[config.mk]
export PLATFORM = sky130hd
export DESIGN_NAME = seg_scan
export DESIGN_NICKNAME = d
export VERILOG_FILES = /design/src/rtl/seg_scan.sv
export SDC_FILE = /design/constraint.sdc
export NUM_CORES = 1
export LEC_CHECK = 0
export ABC_AREA = 1
export CORE_UTILIZATION = 39
export CTS_BUF_LIST = sky130_fd_sc_hd__clkbuf_8
export DETAILED_ROUTE_END_ITERATION = 7
export PLACE_DENSITY_LB_ADDON = 0.05
export SLEW_MARGIN = 20
export SYNTH_ARGS = -nofsm -noshare
export SYNTH_HDL_FRONTEND = slang
export SYNTH_SLANG_ARGS = --single-unit
[constraint.sdc]
create_clock -name clk -period 4.78 [get_ports clk]
set_input_delay 0.956 -clock clk [delete_from_list [all_inputs] [get_ports clk]]
set_output_delay 0.956 -clock clk [all_outputs]
set_load 0.1 [all_outputs]
[src/rtl/seg_scan.sv]
// seg_scan: N-digit multiplexed seven-segment scanner with blanking gaps.
// Ports: clk, rst_n, clk_m, data, dp_in, lzb in; an_n, seg_n, dp_n, overrun out.
module seg_scan #(
  parameter int N_DIG     = 4,
  parameter int BLANK_CYC = 50
) (
  input  logic               clk,
  input  logic               rst_n,
  input  logic               clk_m,
  input  logic [4*N_DIG-1:0] data,
  input  logic [N_DIG-1:0]   dp_in,
  input  logic               lzb,
  output logic [N_DIG-1:0]   an_n,
  output logic [6:0]         seg_n,
  output logic               dp_n,
  output logic               overrun
);

  localparam int IW = (N_DIG > 1) ? $clog2(N_DIG) : 1;
  localparam logic [IW-1:0] LAST = IW'(N_DIG - 1);
  localparam logic [15:0] CNT_INIT = 16'(BLANK_CYC - 1);

  typedef enum logic [1:0] {
    LOAD,
    BLANK,
    DRIVE
  } state_e;

  function automatic logic [6:0] hex7(input logic [3:0] h);
    logic [6:0] s;
    unique case (h)
      4'h0: s = 7'h40;
      4'h1: s = 7'h79;
      4'h2: s = 7'h24;
      4'h3: s = 7'h30;
      4'h4: s = 7'h19;
      4'h5: s = 7'h12;
      4'h6: s = 7'h02;
      4'h7: s = 7'h78;
      4'h8: s = 7'h00;
      4'h9: s = 7'h10;
      4'hA: s = 7'h08;
      4'hB: s = 7'h03;
      4'hC: s = 7'h46;
      4'hD: s = 7'h21;
      4'hE: s = 7'h06;
      default: s = 7'h0E;
    endcase
    return s;
  endfunction

  // m_q is the raw capture flop; s1..s3 resolve metastability and
  // provide the previous sample for rising-edge detection.
  logic m_q, s1_q, s2_q, s3_q;
  logic tick;

  state_e               state_q, state_d;
  logic [IW-1:0]        idx_q, idx_d;
  logic [15:0]          cnt_q, cnt_d;
  logic [4*N_DIG-1:0]   sh_data_q, sh_data_d;
  logic [N_DIG-1:0]     sh_dp_q, sh_dp_d;
  logic                 sh_lzb_q, sh_lzb_d;
  logic [N_DIG-1:0]     an_n_q, an_n_d;
  logic [6:0]           seg_n_q, seg_n_d;
  logic                 dp_n_q, dp_n_d;
  logic                 ovr_q, ovr_d;

  logic [3:0] dig;
  logic       nz;
  logic       supp;

  assign tick = s2_q & ~s3_q;

  // Suppress digit idx when it and all higher digits are zero.
  always_comb begin
    dig = sh_data_q[4*idx_q +: 4];
    nz  = 1'b0;
    for (int i = 0; i < N_DIG; i++) begin
      if (i >= int'(idx_q) && sh_data_q[4*i +: 4] != 4'h0) begin
        nz = 1'b1;
      end
    end
    supp = sh_lzb_q && (idx_q != '0) && !nz;
  end

  always_comb begin
    state_d   = state_q;
    idx_d     = idx_q;
    cnt_d     = cnt_q;
    sh_data_d = sh_data_q;
    sh_dp_d   = sh_dp_q;
    sh_lzb_d  = sh_lzb_q;
    an_n_d    = an_n_q;
    seg_n_d   = seg_n_q;
    dp_n_d    = dp_n_q;
    ovr_d     = ovr_q;
    unique case (state_q)
      LOAD: begin
        sh_data_d = data;
        sh_dp_d   = dp_in;
        sh_lzb_d  = lzb;
        cnt_d     = CNT_INIT;
        idx_d     = '0;
        state_d   = BLANK;
        an_n_d    = '1;
        seg_n_d   = 7'h7F;
        dp_n_d    = 1'b1;
        if (tick) ovr_d = 1'b1;
      end
      BLANK: begin
        an_n_d  = '1;
        seg_n_d = 7'h7F;
        dp_n_d  = 1'b1;
        if (tick) ovr_d = 1'b1;
        if (cnt_q == 16'd0) begin
          state_d = DRIVE;
          if (!supp) begin
            an_n_d  = ~(N_DIG'(1) << idx_q);
            seg_n_d = hex7(dig);
            dp_n_d  = ~sh_dp_q[idx_q];
          end
        end else begin
          cnt_d = cnt_q - 16'd1;
        end
      end
      DRIVE: begin
        if (tick) begin
          an_n_d  = '1;
          seg_n_d = 7'h7F;
          dp_n_d  = 1'b1;
          if (idx_q == LAST) begin
            state_d = LOAD;
          end else begin
            idx_d   = idx_q + IW'(1);
            cnt_d   = CNT_INIT;
            state_d = BLANK;
          end
        end
      end
      default: state_d = LOAD;
    endcase
  end

  always_ff @(posedge clk or negedge rst_n) begin
    if (!rst_n) begin
      m_q       <= 1'b0;
      s1_q      <= 1'b0;
      s2_q      <= 1'b0;
      s3_q      <= 1'b0;
      state_q   <= LOAD;
      idx_q     <= '0;
      cnt_q     <= 16'd0;
      sh_data_q <= '0;
      sh_dp_q   <= '0;
      sh_lzb_q  <= 1'b0;
      an_n_q    <= '1;
      seg_n_q   <= 7'h7F;
      dp_n_q    <= 1'b1;
      ovr_q     <= 1'b0;
    end else begin
      m_q       <= clk_m;
      s1_q      <= m_q;
      s2_q      <= s1_q;
      s3_q      <= s2_q;
      state_q   <= state_d;
      idx_q     <= idx_d;
      cnt_q     <= cnt_d;
      sh_data_q <= sh_data_d;
      sh_dp_q   <= sh_dp_d;
      sh_lzb_q  <= sh_lzb_d;
      an_n_q    <= an_n_d;
      seg_n_q   <= seg_n_d;
      dp_n_q    <= dp_n_d;
      ovr_q     <= ovr_d;
    end
  end

  assign an_n    = an_n_q;
  assign seg_n   = seg_n_q;
  assign dp_n    = dp_n_q;
  assign overrun = ovr_q;

endmodule

==> results of run 1 <==
==> how the worst max path moves through the flow <==
stage	end	slack [ns]
after global placement	an_n[3]	2.19
after floorplan	overrun	2.93
after CTS	an_n[3]	1.80
after global routing	an_n[3]	1.78
after detailed placement	an_n[3]	2.18
final	an_n[3]	1.82
==> per-stage QoR <==
step / cells / setup WS [ns]
global placement: 523 / 2.19
global route: 537 / 1.78
detailed placement: 523 / 2.18
floorplan: 390 / 2.93
CTS: 537 / 1.80
finish: 537 / 1.82
==> final cells by class <==
class	instances	area share (%)
multi-input combinational	288	40.0
clock buffer	10	3.57
timing repair buffer	39	9.80
tap	102	3.31
inverter	36	3.57
sequential	58	38.0
clock inverter	4	1.78
==> metal layers <==
layer | global-route usage (%) | vias up
met5 | 0 | -
met4 | 8.98 | 0
met3 | 2.96 | 13
met2 | 26.6 | 51
met1 | 27.1 | 1183
li1 | - | 1330
==> placed cells by master (no fill, tap or decap) <==
cell type | Yosys | routed
nor2_2 | 3 | 3
inv_1 | 33 | 34
buf_4 | 2 | 3
xor2_1 | 5 | 5
nand4_1 | 2 | 2
or2_2 | 3 | 3
ha_1 | 13 | 13
clkinv_2 | 0 | 1
dfrtp_1 | 46 | 46
a21o_1 | 1 | 1
o31ai_1 | 1 | 1
bufinv_16 | 0 | 2
o211ai_2 | 1 | 1
xnor2_1 | 1 | 1
o21bai_1 | 1 | 1
nand3b_1 | 2 | 2
a31oi_1 | 1 | 1
dfstp_2 | 12 | 12
o21ai_1 | 4 | 4
nor2_4 | 1 | 1
nor2_1 | 55 | 55
nand3_2 | 2 | 2
o21ai_0 | 13 | 13
nand2_2 | 6 | 6
inv_2 | 2 | 2
clkdlybuf4s50_1 | 0 | 35
clkbuf_8 | 0 | 10
buf_2 | 5 | 1
mux2_2 | 19 | 19
nand3_1 | 41 | 41
a21oi_1 | 7 | 7
inv_4 | 1 | 1
o22ai_1 | 3 | 3
nand2_1 | 103 | 103
==> sequential cells by signal, indices dropped and copies added (netlist names) <==
name	cells
cnt_q	16
sh_data_q	16
seg_n	7
an_n	4
sh_dp_q	4
idx_q	2
state_q	2
dp_n	1
m_q	1
overrun	1
s1_q	1
s2_q	1
s3_q	1
sh_lzb_q	1
==> worst register-to-register path, cell delays in order, from the launching register on <==
cell     delay, ns
dfrtp_1       0.65
inv_1         0.32
nand2_1       0.14
nand3_1       0.09
nand2_1       0.24
inv_1         0.10
ha_1          0.25
inv_1         0.09
nand2_1       0.07
nand3_1       0.07
nand2_1       0.06
nor2_1        0.10
nor2_1        0.04
==> where the power goes <==
| group | switching (mW) | internal, mW | leakage (nW) |
|---|---|---|---|
| clock network | 0.195 | 0.299 | 0.109 |
| logic | 0.0298 | 0.0305 | 1.03 |
| registers | 0.00647 | 0.502 | 0.696 |
| total | 0.231 | 0.832 | 1.83 |
==> kinds of logic after synthesis <==
kind of cell / share of synthesized area [%]
flip-flops: 45.9
buffers and inverters: 5.91
multiplexers: 6.69
AO/OA/AOI/OAI: 5.64
AND/OR/NAND/NOR: 29.2
adder cells (fa/ha/maj): 5.09
XOR/XNOR: 1.64
==> results.yml, run 1 <==
clocking:
  tritoncts: "built"
  cts_buffer_depth: 2
  postCtsSetupBuffers: 0
  clk_latency_ns: 0.34
  clk_pin_slew_worst_paths_ns: 0.06
  cts_resized: 0
  numCtsBuffers: 9
  cts-htree-levels: 3
  holdBufCountCts: 0
  cts.sinks: 58
  cts_root_buf: "clkbuf_8"
global_route:
  antenna_found_initial: 0
  grt_pass1_vias: 2526
  overflow: 0
  grt_first_pass_wirelength_microns: 12200
  grt_max_degree: 39
  grt_usage_pct: 18.6
synth:
  synth-seq-cells: 58
  synth.distinct_cells: 31
  yosysTopAreaCellShare_pct: 36.0
  synth_nets: 427
  yosysMostFrequentCell: "nand2_1"
  postSynthAreaPerCell_sq_um: 8.20
  syn_inst: 390
  ys_warn_count: 0
  yosys.area.top_type: "dfrtp_1"
  synth-edff-count: 0
  synth_flop_cell: "dfrtp_1"
  synthTopCellsByArea: "dfrtp_1 36%, nand2_1 12%, dfstp_2 9.9%"
  ys_seq_area_share_pct: 45.9
  synthTopCellsByCount: "103 x nand2_1, 55 x nor2_1, 46 x dfrtp_1, 41 x nand3_1, 33 x inv_1"
  async_flop_share_pct: 100
  netlist_area_sq_um: 3200
drt:
  wl_met3_microns: 210
  met2_wirelength_microns: 2940
  drc: 0
  wl_met1_microns: 3660
  wl_microns: 6940
  highest_layer: "met4"
  num_vias: 2577
  firstDrtPassIters: 4
  drt_iter0_markers: 85
  avgRoutedWirePerCell_microns: 12.9
  ant_nets: 0
  via_per_inst: 4.80
pwr:
  totalPowerFinal_mw: 1.06
  max-vdd-ir-drop_mv: 0.187
  power_density_nw_per_um2: 276
  p_leak_nw: 1.83
worst_hold_path:
  hp-class: "flop to flop"
  hold_start: "s1_q$_DFF_PN0_"
  hold_depth: 0
  min_to: "s2_q$_DFF_PN0_"
setup_path:
  cp.depth: 1
  setup.worst_path.start: "an_n[3]$_DFFE_PN1P_"
  crit_family: "buffers and inverters"
  cp_slowest_cell: "clkdlybuf4s50_1"
  cp-end-kind: "primary output"
  r2r_slack_ns: 2.50
  crit_chain: "clkdlybuf4s50_1"
  reg2reg_depth: 12
  cp_max_fo: 2
  worst_path_largest_cell_delay_ns: 1.12
  crit_path_start_kind: "flop"
  critPathKind: "flop to primary output"
  crit_arrival_ns: 2.00
  r2r-end: "seg_n[0]$_DFFE_PN1P_"
  rr_startpoint: "idx_q[0]$_DFFE_PN0P_"
  worstPathRequired_ns: 3.82
  worst-path-buf-inv: 1
timing:
  finalCritPeriodShare_pct: 61.9
  min_period_ns: 2.96
  slew_headroom_pct: 26.2
  worstMarginPinSlew_ns: 1.10
  rsz0062_at_grt: "no"
  finClkSkew_ns: 0.00668
  drv_slew: 0
  setup_viol: 0
  fmax_ghz: 0.338
  fin_setup_tns_ns: 0
  finalHoldViolCount: 0
  holdWs_ns: 0.357
placed_design:
  port_buffers: 36
  place.gp.congestion: 0.805
  hpwl_microns: 5070
  dpl_cell_area_sq_um: 3650
cells_and_area:
  multiInputGateArea_sq_um: 1540
  design_area_sq_um: 3860
  syn2layout_area_growth_pct: 20.7
  register_area_sq_um: 1470
  nets: 469
  drive_gt1_share_pct: 15.4
  fillCellCount: 761
  num_antenna_cells: 0
  finish.utilization_pct: 49.4
floorplanning:
  die_w_microns: 92.5
  die_area_sq_um: 8560
  core_sq_um: 7810
  fp.dieH_microns: 92.5
  num_rows: 32
  start_util_pct: 40.9
  io_pins: 37
run_status:
  status: "finished clean"
run:
  max-cap-violations: 0
(Power assumes the default switching activity.)
==> run 2: changes to the inputs <==
==> constraint.sdc (replaced) <==
create_clock -name clk -period 3.07 [get_ports clk]
set_input_delay 0.614 -clock clk [delete_from_list [all_inputs] [get_ports clk]]
set_output_delay 0.614 -clock clk [all_outputs]
set_load 0.1 [all_outputs]
==> run 2 against run 1 <==
  * Power is 48% higher
  * Clock skew increased by 0.0055 ns
  * Register-to-register slack got worse by 1.6 ns
  * Hold slack got worse by 0.084 ns
  * Combinational power rose by 58%
  * Setup slack got worse by 0.93 ns
  * Utilization down 0.43 points
  * Count of clock-buffer cells in the layout grew 2
==> results.yml, run 2 (same netlist as run 1, synthesis figures left out) <==
timing:
  rsz0062_at_grt: "no"
  worstMarginPinSlew_ns: 0.576
  finalHoldViolCount: 0
  fmax_ghz: 0.459
  min_period_ns: 2.18
  drv_slew: 0
  slew_headroom_pct: 61.6
  fin_setup_tns_ns: 0
  finClkSkew_ns: 0.0122
  setup_viol: 0
  finalCritPeriodShare_pct: 71.0
setup_path:
  worst-path-buf-inv: 3
  cp_max_fo: 16
  cp_slowest_cell: "dfrtp_1"
  crit_chain: "inv_1, nand2_1, nand3_1, nand2_1, inv_1, ha_1, nand3_1, nand2_1, nand2_1, nand3_1, nand2_1, inv_1"
  crit_path_start_kind: "flop"
  cp-end-kind: "flop"
  crit_family: "simple AND/OR/NAND/NOR gates"
  cpMostUsedCell: "nand2_1"
  worst_path_largest_cell_delay_ns: 0.63
  critPathKind: "flop to flop"
  crit_arrival_ns: 2.45
  worstPathRequired_ns: 3.34
cells_and_area:
  finish.utilization_pct: 49.0
  nets: 471
  syn2layout_area_growth_pct: 19.6
  mostFrequentLayoutCells: "103 x nand2_1, 55 x nor2_1, 46 x dfrtp_1"
  num_antenna_cells: 0
  drive_gt1_share_pct: 19.4
  final_common_cell: "nand2_1"
floorplanning:
  fp.dieH_microns: 92.5
  die_w_microns: 92.5
  die_area_sq_um: 8560
  num_rows: 32
  start_util_pct: 40.9
  core_sq_um: 7810
  io_pins: 37
drt:
  via_per_inst: 4.89
  wl_microns: 7150
  ant_nets: 0
  firstDrtPassIters: 4
  num_vias: 2646
  drc: 0
  drt_iter0_markers: 162
  avgRoutedWirePerCell_microns: 13.2
clocking:
  cts_root_buf: "clkbuf_8"
  cts_buffer_depth: 2
  clk_pin_slew_worst_paths_ns: 0.08
  cts_resized: 0
  postCtsSetupBuffers: 0
  cts.sinks: 58
  tritoncts: "built"
  holdBufCountCts: 0
  cts-htree-levels: 3
  clk_latency_ns: 0.34
  numCtsBuffers: 9
global_route:
  grt_pass1_vias: 2556
  met3_usage_pct: 3.20
  grt.busiest_layer: "met1"
  overflow: 0
  use_met2_pct: 26.9
  grt_max_degree: 26
  met1_usage_pct: 27.9
  grt_first_pass_wirelength_microns: 12500
  grt_usage_pct: 18.6
  antenna_found_initial: 0
run_status:
  status: "finished clean"
run:
  max-cap-violations: 0
pwr:
  power_density_nw_per_um2: 411
  max-vdd-ir-drop_mv: 0.215
  p_leak_nw: 1.82
placed_design:
  place.gp.congestion: 0.883
  hpwl_microns: 5160
  port_buffers: 36
worst_hold_path:
  hp-class: "input port to asynchronous set/reset pin"
run 2: cell types whose count changed in the layout (fill, tap and decap cells not counted), sizes merged:
| cell | previous run | this run |
|---|---|---|
| buf | 4 | 19 |
| bufinv | 2 | 0 |
| clkbuf | 10 | 12 |
| clkdlybuf4s50 | 35 | 22 |
| clkinv | 1 | 2 |
| clkinvlp | 0 | 2 |
| inv | 37 | 36 |
run 2: final timing paths:
check                                startpoint               endpoint  slack [ns]  cells past startpoint
setup / recovery           idx_q[0]$_DFFE_PN0P_   seg_n[3]$_DFFE_PN1P_        0.89                     12
setup reg to reg           idx_q[0]$_DFFE_PN0P_   seg_n[3]$_DFFE_PN1P_        0.89                     12
max in group asynchronous                 rst_n       dp_n$_DFFE_PN1P_        2.02                      2
min in group clk                  m_q$_DFF_PN0_         s1_q$_DFF_PN0_        0.36                      0
hold / removal                            rst_n  cnt_q[13]$_DFFE_PN0P_        0.27                      1
hold reg to reg                   m_q$_DFF_PN0_         s1_q$_DFF_PN0_        0.36                      0
run 2: through the flow:
stage | hold slack, ns | instances | total power, mW | instance area, sq um | setup WS (ns)
floorplan | 0.318 | 390 | 0.844 | 3200 | 1.42
global placement | 0.339 | 525 | 0.903 | 3630 | 1.05
global route | 0.315 | 541 | 1.64 | 3820 | 0.634
CTS | 0.292 | 541 | 1.59 | 3820 | 0.910
detailed placement | 0.336 | 525 | 0.904 | 3630 | 0.931
finish | 0.272 | 541 | 1.57 | 3820 | 0.890
run 2: final cells by class:
cell class / instances / area (sq um)
tap: 102 / 128
inverter: 36 / 138
timing repair buffer: 41 / 360
sequential: 58 / 1470
multi-input combinational: 288 / 1540
clock buffer: 12 / 165
clock inverter: 4 / 25.0
fill: 764 / 3980
run 2: power by group:
part           leakage (nW)  switching [mW]  internal, mW
clock                0.0944           0.327         0.356
combinational          1.03          0.0471        0.0485
sequential            0.696          0.0119         0.781
total                  1.82           0.386          1.19
run 2: per-layer routing:
metal / up-vias / routed length, microns
li1: 1335 / -
met1: 1236 / 3840
met3: 12 / 238
met5: - / 0
met4: 0 / 104
met2: 63 / 2970
==> run 3: changes to the inputs <==
==> constraint.sdc (replaced) <==
create_clock -name clk -period 2.15 [get_ports clk]
set_input_delay 0.43 -clock clk [delete_from_list [all_inputs] [get_ports clk]]
set_output_delay 0.43 -clock clk [all_outputs]
set_load 0.1 [all_outputs]
==> run 3 against run 2 <==
  * Largest power group is now clock
  * Sequential cell count did not move
  * Utilization rose by 1.1 points
  * Global-route usage fell by 0.19 points
  * Highest routed layer unchanged
==> results.yml, run 3 (same netlist as run 1, synthesis figures left out) <==
cells_and_area:
  nets: 471
  fillCellCount: 758
  mostFrequentLayoutCells: "103 x nand2_1, 55 x nor2_1, 46 x dfrtp_1"
  num_antenna_cells: 0
  syn2layout_area_growth_pct: 22.4
  drive_gt1_share_pct: 19.1
  final_common_cell: "nand2_1"
timing:
  worstMarginPinSlew_ns: 0.620
  min_period_ns: 1.89
  drv_slew: 0
  slew_headroom_pct: 58.5
  finalHoldViolCount: 0
  rsz0062_at_grt: "no"
  fin_setup_tns_ns: 0
  finalCritPeriodShare_pct: 88.1
  fmax_ghz: 0.528
  finClkSkew_ns: 0.00930
  holdWs_ns: 0.0872
  finalWorstSetupSlack_ns: 0.256
  setup_viol: 0
pwr:
  power_density_nw_per_um2: 672
  max-vdd-ir-drop_mv: 0.453
  p_leak_nw: 1.87
setup_path:
  cp_max_fo: 10
  crit_chain: "inv_2, nand3_1, nand2_1, inv_1, ha_1, nand3_1, a21oi_1, nor2_1, nor2_1"
  worstPathRequired_ns: 2.43
  crit_path_start_kind: "flop"
  crit_arrival_ns: 2.17
  cp_slowest_cell: "dfrtp_1"
  critPathKind: "flop to flop"
  crit_family: "flip-flops"
  worst_path_largest_cell_delay_ns: 0.56
  cp-end-kind: "flop"
  rr_startpoint: "idx_q[1]$_DFFE_PN0P_"
  worst-path-buf-inv: 2
  setup.worst_path.start: "idx_q[1]$_DFFE_PN0P_"
placed_design:
  place.gp.congestion: 0.825
  dp_slack_ns: 0.279
  port_buffers: 36
  hpwl_microns: 5040
drt:
  num_vias: 2620
  drt_iter0_markers: 152
  via_per_inst: 4.84
  drc: 0
  firstDrtPassIters: 4
  ant_nets: 0
  wl_microns: 7030
  avgRoutedWirePerCell_microns: 13.0
global_route:
  grt_pass1_vias: 2519
  grt_max_degree: 59
  antenna_found_initial: 0
  overflow: 0
  grt_usage_pct: 18.5
  grt_first_pass_wirelength_microns: 12100
floorplanning:
  die_area_sq_um: 8560
  fp.dieH_microns: 92.5
  io_pins: 37
  num_rows: 32
  die_w_microns: 92.5
  core_sq_um: 7810
  start_util_pct: 40.9
clocking:
  cts_buffer_depth: 2
  clk_latency_ns: 0.34
  tritoncts: "built"
  clk_pin_slew_worst_paths_ns: 0.07
  numCtsBuffers: 9
  cts.sinks: 58
  cts-htree-levels: 3
  cts_resized: 0
  cts_root_buf: "clkbuf_8"
  postCtsSetupBuffers: 0
  holdBufCountCts: 0
worst_hold_path:
  hp-class: "input port to asynchronous set/reset pin"
run:
  max-cap-violations: 0
run_status:
  status: "finished clean"
## run 3: cell types whose count changed in the layout (fill, tap and decap cells not counted)
cell        before  now
buf_12           0    1
buf_4           18   17
bufinv_16        0    4
clkbuf_8        12   10
clkinv_2         2    1
clkinvlp_4       2    0
inv_1           33   34
## run 3: final timing paths
check,cells after the start,end,slack [ns]
worst max register to register,9,seg_n[5]$_DFFE_PN1P_,0.26
min in group clk,0,s2_q$_DFF_PN0_,0.36
worst max-delay path,9,seg_n[5]$_DFFE_PN1P_,0.26
worst min-delay path,2,cnt_q[15]$_DFFE_PN0P_,0.09
max in group asynchronous,2,seg_n[1]$_DFFE_PN1P_,1.75
worst min register to register,0,s2_q$_DFF_PN0_,0.36
## run 3: report_power, final
group | leakage (nW) | internal (mW) | total (mW) | switching [mW]
Combinational | 1.04 | 0.0705 | 0.138 | 0.0674
Clock | 0.138 | 0.913 | 1.36 | 0.445
Sequential | 0.696 | 1.12 | 1.13 | 0.0155
## run 3: final cells by class
type	count	area [sq um]	share of cell area, %
inverters	36	138	3.52
clock inverters	6	129	3.29
well taps	102	128	3.26
clock buffers	10	138	3.52
repair buffers	41	373	9.53
multi-input cells	288	1540	39.4
flip-flops and latches	58	1470	37.5
## run 3: per-stage QoR
stage          instance area [sq um]  util, %  total power [mW]  cells
6_report                        3910     50.1              2.63    541
3_5_place_dp                    3650     46.7              1.29    525
2_1_floorplan                   3200        -              1.21    390
5_1_grt                         3910     50.1              2.73    541
3_3_place_gp                    3650     46.7              1.29    525
4_1_cts                         3910     50.1              2.66    541
## run 3: routing by layer
metal	vias up	part of all wire (%)	GRT usage, %
li1	1340	-	-
met4	0	1.0	7.03
met2	38	42	26.2
met1	1235	54	26.8
met3	7	3.0	4.60
met5	-	0	0
